==> src/rtl/modulo_debounce_botao_pkg.sv <==
// Shared types for the push-button debouncer.
// State encoding and button polarity.
package modulo_debounce_botao_pkg;

  typedef enum logic [1:0] {
    SOLTO       = 2'd0,
    CONF_PRESS  = 2'd1,
    PRESSIONADO = 2'd2,
    CONF_SOLTA  = 2'd3
  } estado_t;

  localparam logic BOTAO_ATIVO = 1'b0;

endpackage

==> src/rtl/modulo_debounce_botao_sincronizador.sv <==
// Two-flop synchronizer with a selectable reset value.
// Brings an asynchronous level into the clock domain.
module modulo_debounce_botao_sincronizador #(
  parameter logic RST_VAL = 1'b0
) (
  input  logic clock,
  input  logic clear,
  input  logic d,
  output logic q
);

  logic meta;

  // Two-stage capture, reset to the idle level of the input
  always_ff @(posedge clock) begin
    if (clear) begin
      meta <= RST_VAL;
      q    <= RST_VAL;
    end else begin
      meta <= d;
      q    <= meta;
    end
  end

endmodule

==> src/rtl/modulo_debounce_botao.sv <==
// Debouncer for one active-low push button.
// Samples only on rising edges of the synced divided clock.
module modulo_debounce_botao
  import modulo_debounce_botao_pkg::*;
#(
  parameter int STABLE_TICKS = 4,
  parameter int CNT_W        = 3
) (
  input  logic clock,
  input  logic clear,
  input  logic clock_div,
  input  logic botao_n,
  output logic botao_estavel,
  output logic botao_pulso
);

  localparam logic [CNT_W-1:0] CNT_ALVO = CNT_W'(STABLE_TICKS);

  logic             botao_s;
  logic             div_s;
  logic             div_q;
  logic             tick;
  logic             pr;
  estado_t          estado;
  estado_t          estado_nx;
  logic [CNT_W-1:0] cnt;
  logic [CNT_W-1:0] cnt_nx;
  logic [CNT_W-1:0] cnt_inc;
  logic             ultimo;
  logic             entra_press;
  logic             estavel_nx;

  modulo_debounce_botao_sincronizador #(
    .RST_VAL(1'b1)
  ) u_sync_botao (
    .clock(clock),
    .clear(clear),
    .d    (botao_n),
    .q    (botao_s)
  );

  modulo_debounce_botao_sincronizador #(
    .RST_VAL(1'b0)
  ) u_sync_div (
    .clock(clock),
    .clear(clear),
    .d    (clock_div),
    .q    (div_s)
  );

  assign tick    = div_s & ~div_q;
  assign pr      = (botao_s == BOTAO_ATIVO);
  assign cnt_inc = cnt + CNT_W'(1);
  assign ultimo  = (cnt_inc == CNT_ALVO);

  // Edge-detect register for the synced divided clock
  always_ff @(posedge clock) begin
    if (clear) div_q <= 1'b0;
    else       div_q <= div_s;
  end

  // State, confirm counter and registered outputs
  always_ff @(posedge clock) begin
    if (clear) begin
      estado        <= SOLTO;
      cnt           <= '0;
      botao_estavel <= 1'b0;
      botao_pulso   <= 1'b0;
    end else begin
      estado        <= estado_nx;
      cnt           <= cnt_nx;
      botao_estavel <= estavel_nx;
      botao_pulso   <= entra_press;
    end
  end

  // Next state: everything holds unless this is a tick cycle
  always_comb begin
    estado_nx   = estado;
    cnt_nx      = cnt;
    entra_press = 1'b0;
    if (tick) begin
      unique case (estado)
        SOLTO: begin
          if (pr) begin
            estado_nx = CONF_PRESS;
            cnt_nx    = CNT_W'(1);
          end
        end
        CONF_PRESS: begin
          if (!pr) begin
            estado_nx = SOLTO;
            cnt_nx    = '0;
          end else if (ultimo) begin
            estado_nx   = PRESSIONADO;
            cnt_nx      = '0;
            entra_press = 1'b1;
          end else begin
            cnt_nx = cnt_inc;
          end
        end
        PRESSIONADO: begin
          if (!pr) begin
            estado_nx = CONF_SOLTA;
            cnt_nx    = CNT_W'(1);
          end
        end
        CONF_SOLTA: begin
          if (pr) begin
            estado_nx = PRESSIONADO;
            cnt_nx    = '0;
          end else if (ultimo) begin
            estado_nx = SOLTO;
            cnt_nx    = '0;
          end else begin
            cnt_nx = cnt_inc;
          end
        end
      endcase
    end
  end

  // Output decode from the state being entered
  always_comb begin
    estavel_nx = (estado_nx == PRESSIONADO) ||
                 (estado_nx == CONF_SOLTA);
  end

endmodule

==> config.mk <==
export PLATFORM = sky130hd
export DESIGN_NAME = modulo_debounce_botao
export DESIGN_NICKNAME = d
export VERILOG_FILES = /design/src/rtl/modulo_debounce_botao_pkg.sv /design/src/rtl/modulo_debounce_botao_sincronizador.sv /design/src/rtl/modulo_debounce_botao.sv
export SDC_FILE = /design/constraint.sdc
export NUM_CORES = 1
export LEC_CHECK = 0
export ABC_AREA = 0
export BUFFER_PORTS_ARGS = -buffer_cell sky130_fd_sc_hd__buf_2
export CAP_MARGIN = 20
export CORE_AREA = 3 3 40 42
export CTS_CLUSTER_DIAMETER = 50
export CTS_CLUSTER_SIZE = 30
export DETAILED_ROUTE_END_ITERATION = 10
export DIE_AREA = 0 0 43 45
export GPL_ROUTABILITY_DRIVEN = 0
export GPL_TIMING_DRIVEN = 0
export HOLD_SLACK_MARGIN = 0.06
export PLACE_DENSITY = 0.68
export SLEW_MARGIN = 20
export SYNTH_ARGS = -nofsm -noshare
export SYNTH_HDL_FRONTEND = slang
export SYNTH_SLANG_ARGS = --single-unit
==> constraint.sdc <==
create_clock -name clock -period 1.6 [get_ports clock]
set_clock_uncertainty 0.2 [all_clocks]
set_input_delay 0.16 -clock clock [delete_from_list [all_inputs] [get_ports clock]]
set_output_delay 0.16 -clock clock [all_outputs]
set_load 0.05 [all_outputs]
# == Word level (Yosys, flattened, before mapping) ==
# Index checks and enable logic that the tools add are counted.
# classes
add_sub_neg,1
multipliers,0
n_div,0
order_cmp,0
n_eq_ne,8
shift,0
muxes,15
bitwise,4
n_reduce_logical,4
# op_table
operator,count
two-way mux 3 bit,5
two-way mux 2 bit,7
one-hot mux 3 bit (4 select lines),1
== test 2 bit (second input constant),4
one-hot mux 2 bit (4 select lines),1
OR reduction 4 bit,1
adder 3 x 1 -> 3 bit (second input constant),1
== test 3 bit (second input constant),1
inverter 1 bit,3
AND reduction 3 bit,1
== test 2 x 1 -> 1 bit (second input constant),1
logical NOT 2 bit,1
!= test 2 x 1 -> 1 bit (second input constant),1
!= test 2 bit (second input constant),1
bitwise AND 1 bit,1
logical OR 1 bit,1
two-way mux 1 bit,1
# totals
regBits,12
latch_bits,0
ramBits,0
romBits,0
word_cells,41
n_memories,0

# == Depth between registers and ports, before layout ==
# Gate-level depths: netlist of run 1.
# logic_depth
word_depth,8
ltp_mapped,4

# == Hierarchy ==
# A second synthesis of run 1 with hierarchy kept.
# hier_totals
cells_unflattened,48
area_unflattened_um2,508.0
# by_module_without_submodules
module,instances,cells_each,area_per_inst_um2,seq_area_each_um2
modulo_debounce_botao,1,40,402.9,160.2
modulo_debounce_botao_sincronizador,2,4,52.6,40.0

# == Worst setup path before layout of run 1 ==
# Ideal clock, no wire load.
# synth_timing
kind,register to register
startpoint,register cnt[0]
endpoint,register botao_estavel
setup_ns,0.072
arrival_ns,1.182
required_time_ns,1.328
setup_slack_ns,0.146
path_stages_with_launch,5
path_buffers,0
period_less_slack_ns,1.454
cell_sequence,dfxtp_1 -> ha_1 -> xor2_1 -> and4_4 -> mux2i_1
# synth_via
elab_chain_len,8
elab_cells_between_ends,11
classes_between,1 x add/sub; 3 x eq/ne; 6 x mux; 1 x reduce/logical
# synth_lines
item,line_no,source
"start, declared",modulo_debounce_botao.sv:26,logic [CNT_W-1:0] cnt;
"start signal, assigned",modulo_debounce_botao.sv:71,cnt <= cnt_nx;
adder 3 x 1 -> 3 bit *,modulo_debounce_botao.sv:53,assign cnt_inc = cnt + CNT_W'(1);
== test 3 bit *,modulo_debounce_botao.sv:54,assign ultimo = (cnt_inc == CNT_ALVO);
"two-way mux 2 bit, on equally long branches","modulo_debounce_botao.sv:112, modulo_debounce_botao.sv:94",
"two-way mux 2 bit, on equally long branches","modulo_debounce_botao.sv:109, modulo_debounce_botao.sv:91",
one-hot mux 2 bit (4 select lines) *,modulo_debounce_botao.sv:83,unique case (estado)
two-way mux 2 bit *,modulo_debounce_botao.sv:82,if (tick) begin
"== test 2 bit, on equally long branches","modulo_debounce_botao.sv:125, modulo_debounce_botao.sv:126",
logical OR 1 bit *,modulo_debounce_botao.sv:125,estavel_nx = (estado_nx == PRESSIONADO) ||
"end signal, assigned",modulo_debounce_botao.sv:72,botao_estavel <= estavel_nx;
"end, declared",modulo_debounce_botao.sv:13,"output logic botao_estavel,"
# Every way passes the cells marked *; elsewhere a longest branch is shown, timed or not.
# A chain may end at the register's enable or synchronous reset.

# == Worst setup path in the final report of run 1 ==
# layout_timing
startpoint,register cnt[1]
endpoint,register botao_pulso
# layout_via
elab_chain_len,3
# layout_lines
item,line_no,source
adder 3 x 1 -> 3 bit,modulo_debounce_botao.sv:53,
== test 3 bit,modulo_debounce_botao.sv:54,
two-way mux 1 bit,modulo_debounce_botao.sv:94,end else if (ultimo) begin
"end signal, assigned",modulo_debounce_botao.sv:73,botao_pulso <= entra_press;
"end, declared",modulo_debounce_botao.sv:14,output logic botao_pulso
# No other way between the ends.

==> metrics, run 1 <==
vias per cell=5.00; Post-Syn Area per Cell=10.6 um^2; Slew HR=74.2%; Sw Share=20.3%; PortBufs=5; global-route wire length before repair=1500 um; Avg WL per Cell=11.9 um; clock buffer depth=2; TritonCTS Buffers=3; met3 Usage GRT=7.17%; final period utilization=93.9%; critical path arrival=1.50 ns; number of global-route vias before repair=355; diode count=0; Ys Warns=0; crit path to=botao_pulso; TritonCTS Sinks=12; Worst setup startpoint=cnt[1]; LEAKAGE=0.000234 uW; outcome=finished, final reports clean; post-synth cell types=24; H-tree lvl count=1; asr flop ratio synth=0%; Total GRT Usage=11.3%; r2r setup slk=0.1 ns; worst reg2reg endpoint=botao_pulso; DIE WIDTH=43 um; nets@finish=68; grt met1 use=11.5%; proportion of layout cells with a drive suffix above 1=32.8%; antenna violations before repair=0; die height=45 um; Clk pwr share=41.7%; Fin. Hold Viols=0; Setup Buffers After CTS=0; met2 Resource Use GR=17.4%; pwr dens=880 nW/um^2; Worst-Skew Late Latency=0.27 ns; combinational power share=4.8%; Net Count, Synth=55; Worst R2R Start=cnt[1]; largest net degree at the start of global routing=11; fmax=666 MHz; dpl cell area=564 um^2; Final ANT Viol Nets=0; CTS tree=done; final critical path time including I/O delays and setup=1.50 ns; P_sw=117 uW; # IOs=6; Critical Path Fanout Max=3; final slew viol count=0; global route hottest layer=met2; flops & latches, synth=12; die area=1940 um^2; WP data required=1.60 ns; Worst Reg2Reg Path Length in Cells=4; Int Pwr=459 uW; worst min path class=reg2reg; worst vdd ir=0.427 mV; Most used DFF post-synth=dfxtp_1; Layout area overhead=25.7%; Slew @ Worst Pin=0.387 ns; clock root buffer=clkbuf_4; cell area after synthesis=520 um^2; final instance area=654 um^2; Critical Path Source Type=flop; RSZ-0062 raised after global routing=false; sequential area share after synthesis=46.2%; Placeable Area=1280 um^2; Sequential Power Share=53.6%; drt total wl=907 um; DP Wirelength=649 um; DR DRC count=0; Via Count=380; CP endpoint kind=flop; Max Cap Viol=0; Initial Util=40.5%; Gate Count Post-Synth=49; Final setup viols=0; final cell count without fillers=76; EDFF count, synth=0; 1st-iter DRT viols=5; clk slew on worst S/H paths=0.08 ns; final core utilization=50.9%; kind of critical path=reg2reg; Initial DRT Pass Iterations=4; FP Rows=13; placed cells=69; total gr overflow=0; Hold WS=0.215 ns
[critical path: stages (launching register included)]
cell and delay, ns:
dfxtp_1 0.40, ha_4 0.17, xor2_2 0.20, and4_4 0.27, nor3b_2 0.18
[flip-flops by register name, summed over array words and instances (netlist names)]
signal,count
div_q,1
cnt,3
estado,2
u_sync_botao.meta,1
u_sync_botao.q,1
u_sync_div.meta,1
u_sync_div.q,1
botao_estavel,1
botao_pulso,1
[cell usage in the layout (no fill, tap or decap)]
cell            n
or2b_1          1
a21oi_1         2
mux2i_1         2
dfxtp_1        11
nor3b_2         1
nand2b_4        1
a31oi_1         1
o21ai_1         1
ha_4            1
buf_2           5
a311o_2         1
nand2b_1        4
clkbuf_4        3
clkbuf_8        1
or4_1           1
o21ai_0         1
clkbuf_1        1
o21bai_1        1
nand4bb_1       1
o311a_1         1
dlygate4sd3_1   3
and4_4          1
inv_1           1
xor2_1          1
xor2_2          1
ha_2            1
dfxtp_2         1
a2111o_1        1
nand2_1         3
or2_2           3
nor2b_1         4
[cells in the mapped netlist (2+ instances only)]
library cell / n / area share (%)
a21oi_1: 2 / 1.9
dfxtp_1: 12 / 46
ha_1: 2 / 4.8
mux2i_1: 2 / 3.8
nand2_1: 3 / 2.2
nand2b_1: 4 / 4.8
nor2b_1: 4 / 4.8
or2_2: 3 / 3.6
xor2_1: 2 / 3.4
[cell families after synthesis]
kind of cell | after synthesis | share of synthesized area (%)
XOR/XNOR | 2 | 3.37
adder cells (fa/ha/maj) | 2 | 4.81
AO/OA/AOI/OAI | 9 | 12.7
AND/OR/NAND/NOR | 20 | 27.6
flip-flops | 12 | 46.2
buffers and inverters | 2 | 1.44
multiplexers | 2 | 3.85
[worst min-delay path by stage]
stage	startpoint	depth (start not counted)	endpoint	slack [ns]
after floorplan	botao_n	1	u_sync_botao.meta	0.06
after global placement	botao_n	2	u_sync_botao.meta	0.15
after detailed placement	botao_n	2	u_sync_botao.meta	0.15
after CTS	u_sync_botao.meta	1	u_sync_botao.q	0.22
after global routing	u_sync_botao.meta	1	u_sync_botao.q	0.23
final	u_sync_botao.meta	1	u_sync_botao.q	0.22
[power by group through the flow]
stage	Sequential (uW)	Clock, uW	Combinational (uW)
CTS	308	248	27.5
global placement	315	0	22.1
floorplan	314	0	14.9
global route	309	271	30.5
detailed placement	315	0	21.9
finish	308	240	27.5
[cell type report]
cell class / instances / area (um^2)
Clock buffer: 4 / 36.3
Multi-Input combinational cell: 35 / 295
Tap cell: 15 / 18.8
Timing Repair Buffer: 8 / 55.1
Fill cell: 115 / 631
Buffer: 1 / 3.75
Inverter: 1 / 3.75
Sequential cell: 12 / 241
[per-layer routing]
layer,vias up,part of all wire [%],wire length (um)
li1,194,-,-
met1,176,45,409
met2,8,48,438
met3,2,5.4,49
met4,0,0.99,9
met5,-,0,0
[metrics by stage]
| step | setup TNS [ns] | worst slack, ns | total power (uW) |
|---|---|---|---|
| 6_report | 0 | 0.0975 | 576 |
| 5_1_grt | 0 | 0.0183 | 610 |
| 4_1_cts | 0 | 0.00535 | 584 |
| 3_5_place_dp | -0.0485 | -0.0402 | 337 |
| 3_3_place_gp | -0.0208 | -0.0192 | 337 |
| 2_1_floorplan | 0 | 0.146 | 329 |
[repair_timing]
item	4_1_cts	5_1_grt
resized for setup	2	3
hold buffers	3	0
setup endpoints to repair	3	5
pin swaps	0	0
endpoints found under the hold margin	7	0
(Power assumes the default switching activity.)
==> run 2: changes to the inputs <==
--- a/config.mk
+++ b/config.mk
@@ -17,6 +17,7 @@
 export GPL_TIMING_DRIVEN = 0
 export HOLD_SLACK_MARGIN = 0.06
 export PLACE_DENSITY = 0.68
+export RECOVER_POWER = 50
 export SLEW_MARGIN = 20
 export SYNTH_ARGS = -nofsm -noshare
 export SYNTH_HDL_FRONTEND = slang
==> constraint.sdc (replaced) <==
create_clock -name clock -period 1.5 [get_ports clock]
set_clock_uncertainty 0.2 [all_clocks]
set_input_delay 0.15 -clock clock [delete_from_list [all_inputs] [get_ports clock]]
set_output_delay 0.15 -clock clock [all_outputs]
set_load 0.05 [all_outputs]
==> run 2 against run 1 <==
Final cell count did not move. Cell area rose by 5.7%. Combinational power rose by 8.7%. Critical path depth did not move. Core utilization rose by 2.9 points. Clock power rose by 7%. Global-route usage rose by 0.17 points. Power rose by 6.2%. Sequential cell count did not move. First-iteration DRC count fell by 20%. Sequential share of layout area fell by 1.1 points. Hold slack barely moved. Critical endpoint unchanged.
==> metrics, run 2 (synthesis gave the netlist of run 1 again) <==
Layout area overhead=32.9%; Worst setup startpoint=cnt[0]; TritonCTS Sinks=12; worst reg2reg endpoint=botao_pulso; die height=45 um; final slew viol count=0; most common cell after layout, fill and taps aside=dfxtp_1; vias per cell=5.05; nets@finish=68; Total GRT Usage=11.5%; FP Rows=13; Placeable Area=1280 um^2; worst slack, placed=-0.140 ns; final core utilization=53.8%; final critical path time including I/O delays and setup=1.46 ns; Slew @ Worst Pin=0.368 ns; Initial DRT Pass Iterations=4; crit-path max cell delay=0.40 ns; pwr dens=884 nW/um^2; CTS tree=done; number of global-route vias before repair=366; WP data required=1.50 ns; Worst-Skew Late Latency=0.27 ns; cell family with the largest share of critical-path delay=simple AND/OR/NAND/NOR gates; final period utilization=97.3%; # IOs=6; worst min path class=reg2reg; H-tree lvl count=1; outcome=finished, final reports clean; Max Cap Viol=0; diode count=0; clk slew on worst S/H paths=0.08 ns; Largest regs=cnt: 3 flops, estado: 2 flops; flip-flop count of the largest register after layout=3; proportion of layout cells with a drive suffix above 1=36.1%; CP endpoint kind=flop; RSZ-0062 raised after global routing=true; Worst R2R Start=cnt[0]; PortBufs=5; DP Wirelength=649 um; worst vdd ir=0.435 mV; clock root buffer=clkbuf_4; met2 Resource Use GR=18.0%; Slew HR=75.4%; crit path to=botao_pulso; fmax=685 MHz; critical-path cell list=ha_4 > xor2_4 > and4_4 > nor3b_4; Avg WL per Cell=12.6 um; critical path arrival=1.46 ns; global route hottest layer=met2; Worst Reg2Reg Path Length in Cells=4; final cell count without fillers=76; largest net degree at the start of global routing=11; Critical Path Fanout Max=5; most frequent cells in the layout=dfxtp_1 (10), nand2b_1 (4), nor2b_1 (4); r2r setup slk=0.04 ns; Final setup viols=0; placed cells=69; Fill cells=116; Via Count=384; kind of critical path=reg2reg; critical path depth in cells=4; largest reg by FF count=cnt; LEAKAGE=0.000235 uW; drt total wl=954 um; clock buffer depth=2; global-route wire length before repair=1520 um; total gr overflow=0; grt met1 use=11.5%; met3 Usage GRT=7.17%; Fin. Hold Viols=0; die area=1940 um^2; DIE WIDTH=43 um; Critical Path Source Type=flop; CP max-delay cell=dfxtp_4; Pwr Total=611 uW; Initial Util=40.5%; Final ANT Viol Nets=0; antenna violations before repair=0; Setup Buffers After CTS=0; DR DRC count=0; CP bufs+invs=0; final setup margin=0.0409 ns; Hold WS=0.216 ns; TritonCTS Buffers=3; 1st-iter DRT viols=4
run 2: cell count changes in the layout (fill, tap and decap cells not counted):
cell	change
buf_2	-2
ha_2	-1
dfxtp_2	-1
a21oi_2	+1
nor3b_2	-1
xor2_2	-1
dfxtp_4	+2
xor2_4	+1
clkbuf_2	+2
dfxtp_1	-1
ha_4	+1
a21oi_1	-1
nor3b_4	+1
run 2: power breakdown:
group / switching [uW] / internal (uW) / leakage (uW) / total [uW]
registers: 4.31 / 321 / 0.0000993 / 326
logic: 12.8 / 17.2 / 0.000115 / 29.9
clock network: 108 / 147 / 0.0000210 / 256
run 2: how the worst min path moves through the flow:
| stage | from | end | slack (ns) | cells past startpoint |
|---|---|---|---|---|
| floorplan | botao_n | u_sync_botao.meta | 0.05 | 1 |
| global placement | botao_n | u_sync_botao.meta | 0.14 | 2 |
| detailed placement | botao_n | u_sync_botao.meta | 0.14 | 2 |
| CTS | u_sync_botao.meta | u_sync_botao.q | 0.22 | 1 |
| global route | u_sync_botao.meta | u_sync_botao.q | 0.23 | 1 |
| finish | u_sync_botao.meta | u_sync_botao.q | 0.22 | 1 |
run 2: worst register-to-register path, delay by kind of cell, from the launching register on:
| family | cells | cell delay (ns) |
|---|---|---|
| AND/OR/NAND/NOR | 2 | 0.45 |
| adder cells (fa/ha/maj) | 1 | 0.17 |
| flip-flops | 1 | 0.40 |
| XOR/XNOR | 1 | 0.18 |
run 2: cell type report:
type	instances	area, um^2	share of cell area (%)
multi-input combinational	35	327	47.2
sequential	12	248	35.8
timing repair buffer	8	53.8	7.78
clock buffer	4	36.3	5.24
tap	15	18.8	2.71
buffer	1	5.00	0.723
inverter	1	3.75	0.542
run 2: per-layer routing:
metal,vias to the layer above,routed length (um)
met1,177,421
li1,195,-
met4,0,9
met5,-,0
met3,2,54
met2,10,469
run 2: repair_timing:
action	4_1_cts	5_1_grt
gates cloned	0	0
endpoints found under the hold margin	7	0
resized for setup	6	9
hold buffers	3	0
pin swaps	0	5
setup endpoints to repair	6	5
run 2: stage by stage:
step / cell area, um^2 / setup TNS (ns)
CTS: 656 / -0.000335
floorplan: 520 / 0
detailed placement: 564 / -0.489
finish: 692 / 0
global placement: 564 / -0.417
global route: 692 / -0.0267
